===== src/rtl/network_pkg.sv =====
// Shared sizing constants and types for the spiking network datapath.
// Classifier state encoding and derived widths live here too.
package network_pkg;

  localparam int OUTPUT_SIZE  = 16;
  localparam int SPIKE_WINDOW = 16;

  localparam int CLS_CNT_W = $clog2(SPIKE_WINDOW + 1);
  localparam int CLS_IDX_W = $clog2(OUTPUT_SIZE);

  typedef enum logic [1:0] {
    CLS_IDLE,
    CLS_COUNT,
    CLS_ARGMAX,
    CLS_DONE
  } cls_state_t;

endpackage


===== src/rtl/spike_count_classifier_bank.sv =====
// Bank of per-neuron saturating spike counters.
// The scan index selects one count on the read port.
module spike_counter_bank #(
  parameter int N_OUT = 16,
  parameter int CNT_W = 5,
  parameter int IDX_W = 4
) (
  input  logic             clk,
  input  logic             rst_n,
  input  logic             clear,
  input  logic             inc_en,
  input  logic [N_OUT-1:0] inc_vec,
  input  logic [IDX_W-1:0] rd_idx,
  output logic [CNT_W-1:0] rd_cnt
);

  localparam logic [CNT_W-1:0] CNT_MAX = {CNT_W{1'b1}};

  logic [CNT_W-1:0] cnt [N_OUT];

  always_ff @(posedge clk or negedge rst_n) begin
    if (!rst_n) begin
      for (int i = 0; i < N_OUT; i++)
        cnt[i] <= '0;
    end else if (clear) begin
      for (int i = 0; i < N_OUT; i++)
        cnt[i] <= '0;
    end else if (inc_en) begin
      for (int i = 0; i < N_OUT; i++)
        if (inc_vec[i] && cnt[i] != CNT_MAX)
          cnt[i] <= cnt[i] + 1'b1;
    end
  end

  assign rd_cnt = cnt[rd_idx];

endmodule


===== src/rtl/spike_count_classifier.sv =====
// Rate-coded output decoder: counts spikes per neuron over a window,
// then scans the counts sequentially for the winning class.
module spike_count_classifier
  import network_pkg::*;
#(
  parameter int N_OUT  = OUTPUT_SIZE,
  parameter int WINDOW = SPIKE_WINDOW,
  parameter int CNT_W  = $clog2(WINDOW + 1),
  parameter int IDX_W  = $clog2(N_OUT)
) (
  input  logic             clk,
  input  logic             rst_n,
  input  logic             start,
  input  logic             abort,
  input  logic             spike_valid,
  input  logic [N_OUT-1:0] spike_in,
  output logic             busy,
  output logic             result_valid,
  output logic [IDX_W-1:0] class_idx,
  output logic [CNT_W-1:0] class_count,
  output logic             no_spike
);

  localparam int TS_W = $clog2(WINDOW + 1);
  localparam logic [TS_W-1:0] TS_LAST = TS_W'(WINDOW - 1);
  localparam logic [IDX_W-1:0] IDX_LAST = IDX_W'(N_OUT - 1);

  cls_state_t state, state_nxt;

  logic [TS_W-1:0]  ts_cnt, ts_nxt;
  logic [IDX_W-1:0] scan_idx, scan_nxt;
  logic [IDX_W-1:0] best_idx, best_idx_nxt;
  logic [CNT_W-1:0] best_cnt, best_cnt_nxt;
  logic [CNT_W-1:0] rd_cnt;
  logic             clear;
  logic             inc_en;
  logic             accept;

  assign accept = !abort && state == CLS_IDLE && start;

  spike_counter_bank #(
    .N_OUT (N_OUT),
    .CNT_W (CNT_W),
    .IDX_W (IDX_W)
  ) u_bank (
    .clk     (clk),
    .rst_n   (rst_n),
    .clear   (clear),
    .inc_en  (inc_en),
    .inc_vec (spike_in),
    .rd_idx  (scan_idx),
    .rd_cnt  (rd_cnt)
  );

  always_comb begin
    state_nxt    = state;
    ts_nxt       = ts_cnt;
    scan_nxt     = scan_idx;
    best_idx_nxt = best_idx;
    best_cnt_nxt = best_cnt;
    clear        = 1'b0;
    inc_en       = 1'b0;
    if (abort) begin
      state_nxt = CLS_IDLE;
      ts_nxt    = '0;
      clear     = 1'b1;
    end else begin
      unique case (state)
        CLS_IDLE: begin
          if (start) begin
            state_nxt = CLS_COUNT;
            ts_nxt    = '0;
            clear     = 1'b1;
          end
        end
        CLS_COUNT: begin
          if (spike_valid) begin
            inc_en = 1'b1;
            ts_nxt = ts_cnt + 1'b1;
            if (ts_cnt == TS_LAST) begin
              state_nxt    = CLS_ARGMAX;
              scan_nxt     = '0;
              best_idx_nxt = '0;
              best_cnt_nxt = '0;
            end
          end
        end
        CLS_ARGMAX: begin
          // strict compare keeps the lower index on ties
          if (rd_cnt > best_cnt) begin
            best_idx_nxt = scan_idx;
            best_cnt_nxt = rd_cnt;
          end
          scan_nxt = scan_idx + 1'b1;
          if (scan_idx == IDX_LAST)
            state_nxt = CLS_DONE;
        end
        CLS_DONE: state_nxt = CLS_IDLE;
        default:  state_nxt = CLS_IDLE;
      endcase
    end
  end

  always_ff @(posedge clk or negedge rst_n) begin
    if (!rst_n) begin
      state    <= CLS_IDLE;
      ts_cnt   <= '0;
      scan_idx <= '0;
      best_idx <= '0;
      best_cnt <= '0;
    end else begin
      state    <= state_nxt;
      ts_cnt   <= ts_nxt;
      scan_idx <= scan_nxt;
      best_idx <= best_idx_nxt;
      best_cnt <= best_cnt_nxt;
    end
  end

  always_ff @(posedge clk or negedge rst_n) begin
    if (!rst_n) begin
      busy         <= 1'b0;
      result_valid <= 1'b0;
      class_idx    <= '0;
      class_count  <= '0;
      no_spike     <= 1'b0;
    end else begin
      busy <= state_nxt == CLS_COUNT || state_nxt == CLS_ARGMAX;
      result_valid <= state_nxt == CLS_DONE;
      if (accept) begin
        class_idx   <= '0;
        class_count <= '0;
        no_spike    <= 1'b0;
      end else if (state_nxt == CLS_DONE) begin
        class_idx   <= best_idx_nxt;
        class_count <= best_cnt_nxt;
        no_spike    <= best_cnt_nxt == '0;
      end
    end
  end

endmodule


===== config.mk =====
export PLATFORM = sky130hd
export DESIGN_NAME = spike_count_classifier
export DESIGN_NICKNAME = d
export VERILOG_FILES = /design/src/rtl/network_pkg.sv /design/src/rtl/spike_count_classifier_bank.sv /design/src/rtl/spike_count_classifier.sv
export SDC_FILE = /design/constraint.sdc
export NUM_CORES = 1
export LEC_CHECK = 0
export CAP_MARGIN = 15
export CORE_MARGIN = 2
export CORE_UTILIZATION = 30
export CTS_CLUSTER_DIAMETER = 30
export DETAILED_ROUTE_END_ITERATION = 10
export GPL_TIMING_DRIVEN = 1
export PLACE_DENSITY = 0.44
export SKIP_CTS_REPAIR_TIMING = 1
export SLEW_MARGIN = 20
export SYNTH_ARGS = -nofsm -noshare
export SYNTH_HDL_FRONTEND = slang
export SYNTH_SLANG_ARGS = --single-unit

===== constraint.sdc =====
create_clock -name clk -period 3.5 [get_ports clk]
set_clock_uncertainty 0.05 [all_clocks]
set_input_delay 0.7 -clock clk [delete_from_list [all_inputs] [get_ports clk]]
set_output_delay 0.7 -clock clk [all_outputs]
set_load 0.05 [all_outputs]

After elaboration in Yosys (flattened, before gate mapping)
Index checks and enable logic that the tools add are counted.
- $add $sub $neg: 18
- order comparisons: 2
- equal/unequal tests: 28
- mux-type cells: 56
- bitwise operators: 2
- reduce and logical (&&, ||, !) cells: 60
- operators by type and width (operator ; count):
    2-to-1 mux 80 bit ; 2
    2-to-1 mux 5 bit ; 27
    adder 5 x 1 -> 5 bit, second input constant ; 17
    inequality test 5 bit, second input constant ; 16
    nonzero test 2 bit ; 19
    2-to-1 mux 4 bit ; 8
    AND reduction 2 bit ; 16
    binary-select mux 5 bit (select 4 bit) ; 1
    one-hot mux 5 bit (2 select lines) ; 2
    logical AND 1 bit ; 18
    one-hot mux 4 bit (2 select lines) ; 2
    2-to-1 mux 2 bit ; 5
    == test 2 bit, second input constant ; 4
    2-to-1 mux 1 bit ; 8
    one-hot mux 2 bit (4 select lines) ; 1
    inequality test 3 bit, second input constant ; 2
    == test 5 x 4 -> 1 bit, second input constant ; 1
    greater-or-equal comparator 5 bit, second input constant ; 1
    > comparator 5 bit ; 1
    zero test 5 bit ; 1
    NOT 4 -> 5 bit ; 1
    adder 4 x 1 -> 4 bit, second input constant ; 1
    == test 2 x 1 -> 1 bit, second input constant ; 2
    == test 4 bit, second input constant ; 1
    8 further kinds ; 9
- register bits after elaboration: 112
- input bits: 21
- output and inout port bits: 12
- word-level logic and storage cells: 192

Depth between registers and ports, before layout
- word-level depth: 11
- mapped depth: 15
- depth with buffers taken out: 14

Hierarchy
Synthesis repeated with hierarchy kept, for this count alone.
- cells, all modules: 575
- area total of the unflattened synthesis: 6448.7 sq um
- by module, submodules not included (module ; times used ; cells an instance ; area an instance (sq um) ; sequential area each (sq um)):
    spike_counter_bank ; 1 ; 412 ; 4757.1 ; 2001.9
    spike_count_classifier ; 1 ; 163 ; 1691.6 ; 800.8

Worst setup path before layout
OpenSTA, ideal clock, no wires.
- path kind: flip-flop to flip-flop
- start: register scan_idx[1]
- end: register class_count[1]
- library setup time: 0.077 ns
- data arrival time: 3.044 ns
- data required time: 3.373 ns
- slack: 0.329 ns
- cell stages (with the launch flop): 13
- buffers on the path: 3
- clock period less this slack: 3.171 ns
- cell sequence: dfrtp_1 -> buf_2 -> buf_1 -> mux4_1 -> a22oi_1 -> nand2_2 -> ha_1 -> and3_1 -> and3_1 -> a211oi_1 -> clkbuf_1 -> a32oi_1 -> o21ai_1
- cells in the longest elaborated chain, start to end: 10
- elaborated cells between the ends (all ways): 16
- classes of those cells: order compare (1); eq/ne (2); mux (11); bitwise (1); reduce/logical (1)
- ends and longest elaborated chain (item ; line ; RTL):
    start, declared ; spike_count_classifier.sv:31 ; logic [IDX_W-1:0] scan_idx, scan_nxt;
    start signal, assigned ; spike_count_classifier.sv:114 ; scan_idx <= scan_nxt;
    NOT 4 -> 5 bit (implied by the code) ; spike_count_classifier_bank.sv:35 ; assign rd_cnt = cnt[rd_idx];
    binary-select mux 5 bit (select 4 bit) ; spike_count_classifier_bank.sv:35 ;
    2-to-1 mux 5 bit (implied by the code) (2 in series) ; spike_count_classifier_bank.sv:35 ;
    > comparator 5 bit ; spike_count_classifier.sv:90 ; if (rd_cnt > best_cnt) begin
    2-to-1 mux 5 bit ; spike_count_classifier.sv:90 ;
    one-hot mux 5 bit (2 select lines) ; spike_count_classifier.sv:68 ; unique case (state)
    2-to-1 mux 5 bit ; spike_count_classifier.sv:63 ; if (abort) begin
    2-to-1 mux 5 bit ; spike_count_classifier.sv:134 ; end else if (state_nxt == CLS_DONE) begin
    2-to-1 mux 5 bit ; spike_count_classifier.sv:130 ; if (accept) begin
    end signal, assigned ; spike_count_classifier.sv:136 ; class_count <= best_cnt_nxt;
    end, declared ; spike_count_classifier.sv:20 ; output logic [CNT_W-1:0] class_count,
Several ways; a longest one is shown, not always the timed one. The select of a mux whose other input is x is not followed.
A chain may end at the register's enable or synchronous reset.

Worst setup path after layout
- start: register scan_idx[0]
- end: register class_count[2]
Same word-level chain as after synthesis.

==> results by group <==
Outcome
  – Run status: finished clean

Finish
  – Sequential cell area: approximately 0.0028 mm2
  – Fraction of layout cells with a size suffix above 1: 11.34%
  – Final instance area: approximately 0.0073 mm2
  – Antenna Cells: 0
  – # fillers: roughly 2000
  – Area Growth Syn to Fin: 17.70%
  – NumNets Final: 687
  – Multi-input gate area: 0.003257 mm2

Route
  – Initial DRC count: 224
  – Wirelength, routed: about 15000 um
  – Vias/cell: roughly 4.9
  – Vias: approximately 4400
  – Antenna viol nets, final: 0
  – Drt pass-1 iters: 4
  – DRC viols: 0
  – Wire length per cell: approximately 17 um

CTS
  – CTS tree: done
  – Clock edge transition at the registers on the reported setup and hold paths: around 0.08 ns
  – Clk Latency, worst-skew pair: roughly 0.37 ns
  – Htree depth: 3
  – Total CTS buffers: 9
  – Clk sinks: 112
  – Root Buffer: clkbuf_16
  – Clock tree buffer depth: 2

Critical path
  – Crit. End Element: register
  – Worst EP arrival: approximately 3.5 ns
  – Startpoint Class: register
  – R2R setup slack: about 0.21 ns
  – R2r startpoint: scan_idx[0]$_DFFE_PN0P_
  – Setup CP Type: reg2reg
  – Worst R2R End: class_count[2]$_DFFE_PN0P_
  – Worst path required time: ~3.8 ns
  – R2R depth: 11
  – Crit path max fanout: 14

Floorplanning
  – Die Wd: about 150 um
  – Die ar.: about 0.022 mm2
  – Die Ht: 147.9 um
  – IO Count: 33
  – Initial core utilization: a little under a third
  – CORE AREA: around 0.020 mm2
  – Rows: between 50 and 60

Flow run
  – Max_cap viols: 0

Synthesis
  – Synthesized instance count: around 570
  – Average size of a mapped cell: 10.86 um2
  – Area contributors post-synth: dfrtp_1 (45%), ha_1 (9.1%), mux4_2 (5.4%)
  – Number of synthesized register bits: between 100 and 150
  – Synthesized cell area: 0.006212 mm2
  – Syn Nets: about 640
  – Unique masters post-synth: 45
  – Cell taking the most area after synthesis: dfrtp_1
  – Synth Flop Type: dfrtp_1
  – Post-synth EDFFs: 0
  – Ys async rst share: 100.0%
  – Warnings, synthesis: 0
  – Sequential-to-total area share from yosys stat: a little under half
  – Post-synth top area share: a little under half

Timing
  – Final setup vio count: 0
  – Worst hold margin: between 0.3 and 0.4 ns
  – Final setup TNS: 0 ns
  – Least-Margin Pin Slew: 0.7406 ns
  – Fmax: about 300 MHz
  – RSZ-0062 raised after global routing: false
  – Final period util: 93.93%
  – Final min period: around 3.3 ns
  – Hold Vio Cnt, Final: 0
  – Relative slew slack: roughly 50%
  – Final WS setup: about 0.21 ns
  – Slew Limit Fails: 0

Pwr
  – Leak: ~3.3 nW
  – Clock power share: 41.7%
  – Peak supply drop: 0.1992 mV
  – Total power: between 2 and 3 mW
  – Sw frac: 24.89%
  – P_sw: 640.2 uW
  – Power share of the combinational group: between 7 and 8%
  – Reg power frac: between 50% and 60%
  – Power Density: around 350 mW/mm2
  – Pint: 1.931 mW

Place
  – Place WS: between 0.2 and 0.3 ns
  – Global placement routability congestion: 0.7951
  – HPWL after detailed placement: ~11000 um
  – Placement Cell Area: 0.007010 mm2
  – Port bufs: 32

Min path
  – Min-delay worst type: in2async

GRT
  – Initial antenna violation count: 0
  – Largest net degree at the start of global routing: 64
  – First-pass GRT wire length: ~25000 um
  – Vias in the first global route: roughly 4500
  – GRT overflow: 0
  – GRT Total Usage: around 15%
==> how the worst max path moves through the flow <==
stage	start	end	slack, ns	depth (start not counted)
floorplan	scan_idx[1]$_DFFE_PN0P_	class_count[1]$_DFFE_PN0P_	0.33	12
global placement	scan_idx[0]$_DFFE_PN0P_	class_idx[3]$_DFFE_PN0P_	0.30	11
detailed placement	scan_idx[0]$_DFFE_PN0P_	class_count[0]$_DFFE_PN0P_	0.26	11
CTS	scan_idx[0]$_DFFE_PN0P_	class_count[3]$_DFFE_PN0P_	0.23	11
global route	scan_idx[0]$_DFFE_PN0P_	class_idx[1]$_DFFE_PN0P_	0.02	11
finish	scan_idx[0]$_DFFE_PN0P_	class_count[2]$_DFFE_PN0P_	0.21	11
==> registers in the layout (all words and copies together) (netlist names) <==
signal	flops
class_idx	4
ts_cnt	5
state	2
scan_idx	4
u_bank.cnt	80
result_valid	1
best_cnt	5
best_idx	4
no_spike	1
class_count	5
busy	1
==> metrics by stage <==
| step | utilization (%) | std cells |
|---|---|---|
| after floorplan | - | 572 |
| after global placement | 34.54 | 880 |
| after detailed placement | 34.54 | 880 |
| after CTS | 36.00 | 896 |
| after global routing | 36.02 | 896 |
| final | 36.02 | 896 |
==> power groups by stage <==
stage	Sequential, mW	Combinational [mW]	Clock (mW)
after CTS	1.31	0.194	1.11
after detailed placement	1.34	0.193	0
after global routing	1.31	0.213	1.16
after floorplan	1.34	0.0853	0
final	1.31	0.189	1.07
after global placement	1.34	0.191	0
==> layout by cell type (no fill, tap or decap), drive strengths merged, types with 8 or more instances in the layout <==
master	n
a21oi	20
a221o	9
a22o	12
a22oi	8
and3	22
buf	30
clkbuf	9
clkdlybuf4s50	31
dfrtp	112
ha	45
inv	13
mux2i	22
mux4	20
nand2	58
nand4	17
nor2	78
nor3b	16
o21ai	11
xnor2	16
xor2	32
==> synth_stat cells, types with 5 or more instances <==
cell type and count:
nand3b_1 6, nand2b_1 7, and3_1 22, o21ai_0 8, a22oi_1 5, a221o_1 9
mux2i_1 22, nor3b_1 16, nor2b_1 6, nor2_1 78, inv_1 11, a21oi_1 20
ha_1 45, mux4_2 15, a22o_1 12, dfrtp_1 112, xor2_1 32, xnor2_1 16
nand2_1 56, mux4_1 5, nand4_1 17, clkbuf_1 18
==> layout make-up <==
type | count | share of cell area, %
clock buffer | 9 | 3.080
clock inverter | 7 | 0.9754
inverter | 12 | 0.6160
multi-input combinational | 425 | 44.54
sequential | 112 | 38.33
tap | 270 | 4.620
timing repair buffer | 61 | 7.837
==> routing by layer <==
layer	track usage (%)	share of wire, %	vias to the layer above	wire length [um]
met2	23.02	46	49	6902
met4	4.333	1.5	0	231
met3	3.086	2.6	10	390
met1	20.69	50	2186	7479
met5	0	0	-	0
li1	-	-	2139	-
==> critical path: stages, from the launching register on <==
cell	delay, ns
dfrtp_1	0.44
buf_12	0.19
mux4_1	0.57
a22oi_1	0.28
nand2_2	0.11
ha_1	0.30
and3_1	0.18
and3_1	0.19
a211oi_1	0.27
nand2_1	0.21
a21oi_1	0.27
a221o_1	0.15
==> cell families after synthesis <==
family	Yosys count	synth area share (%)
compound gates	70	8.077
simple gates	219	17.12
buf+inv	35	2.578
fa+ha+maj	45	9.063
mux	43	11.28
flops	112	45.12
xor+xnor	48	6.767
Power figures use the tool's default switching activity.
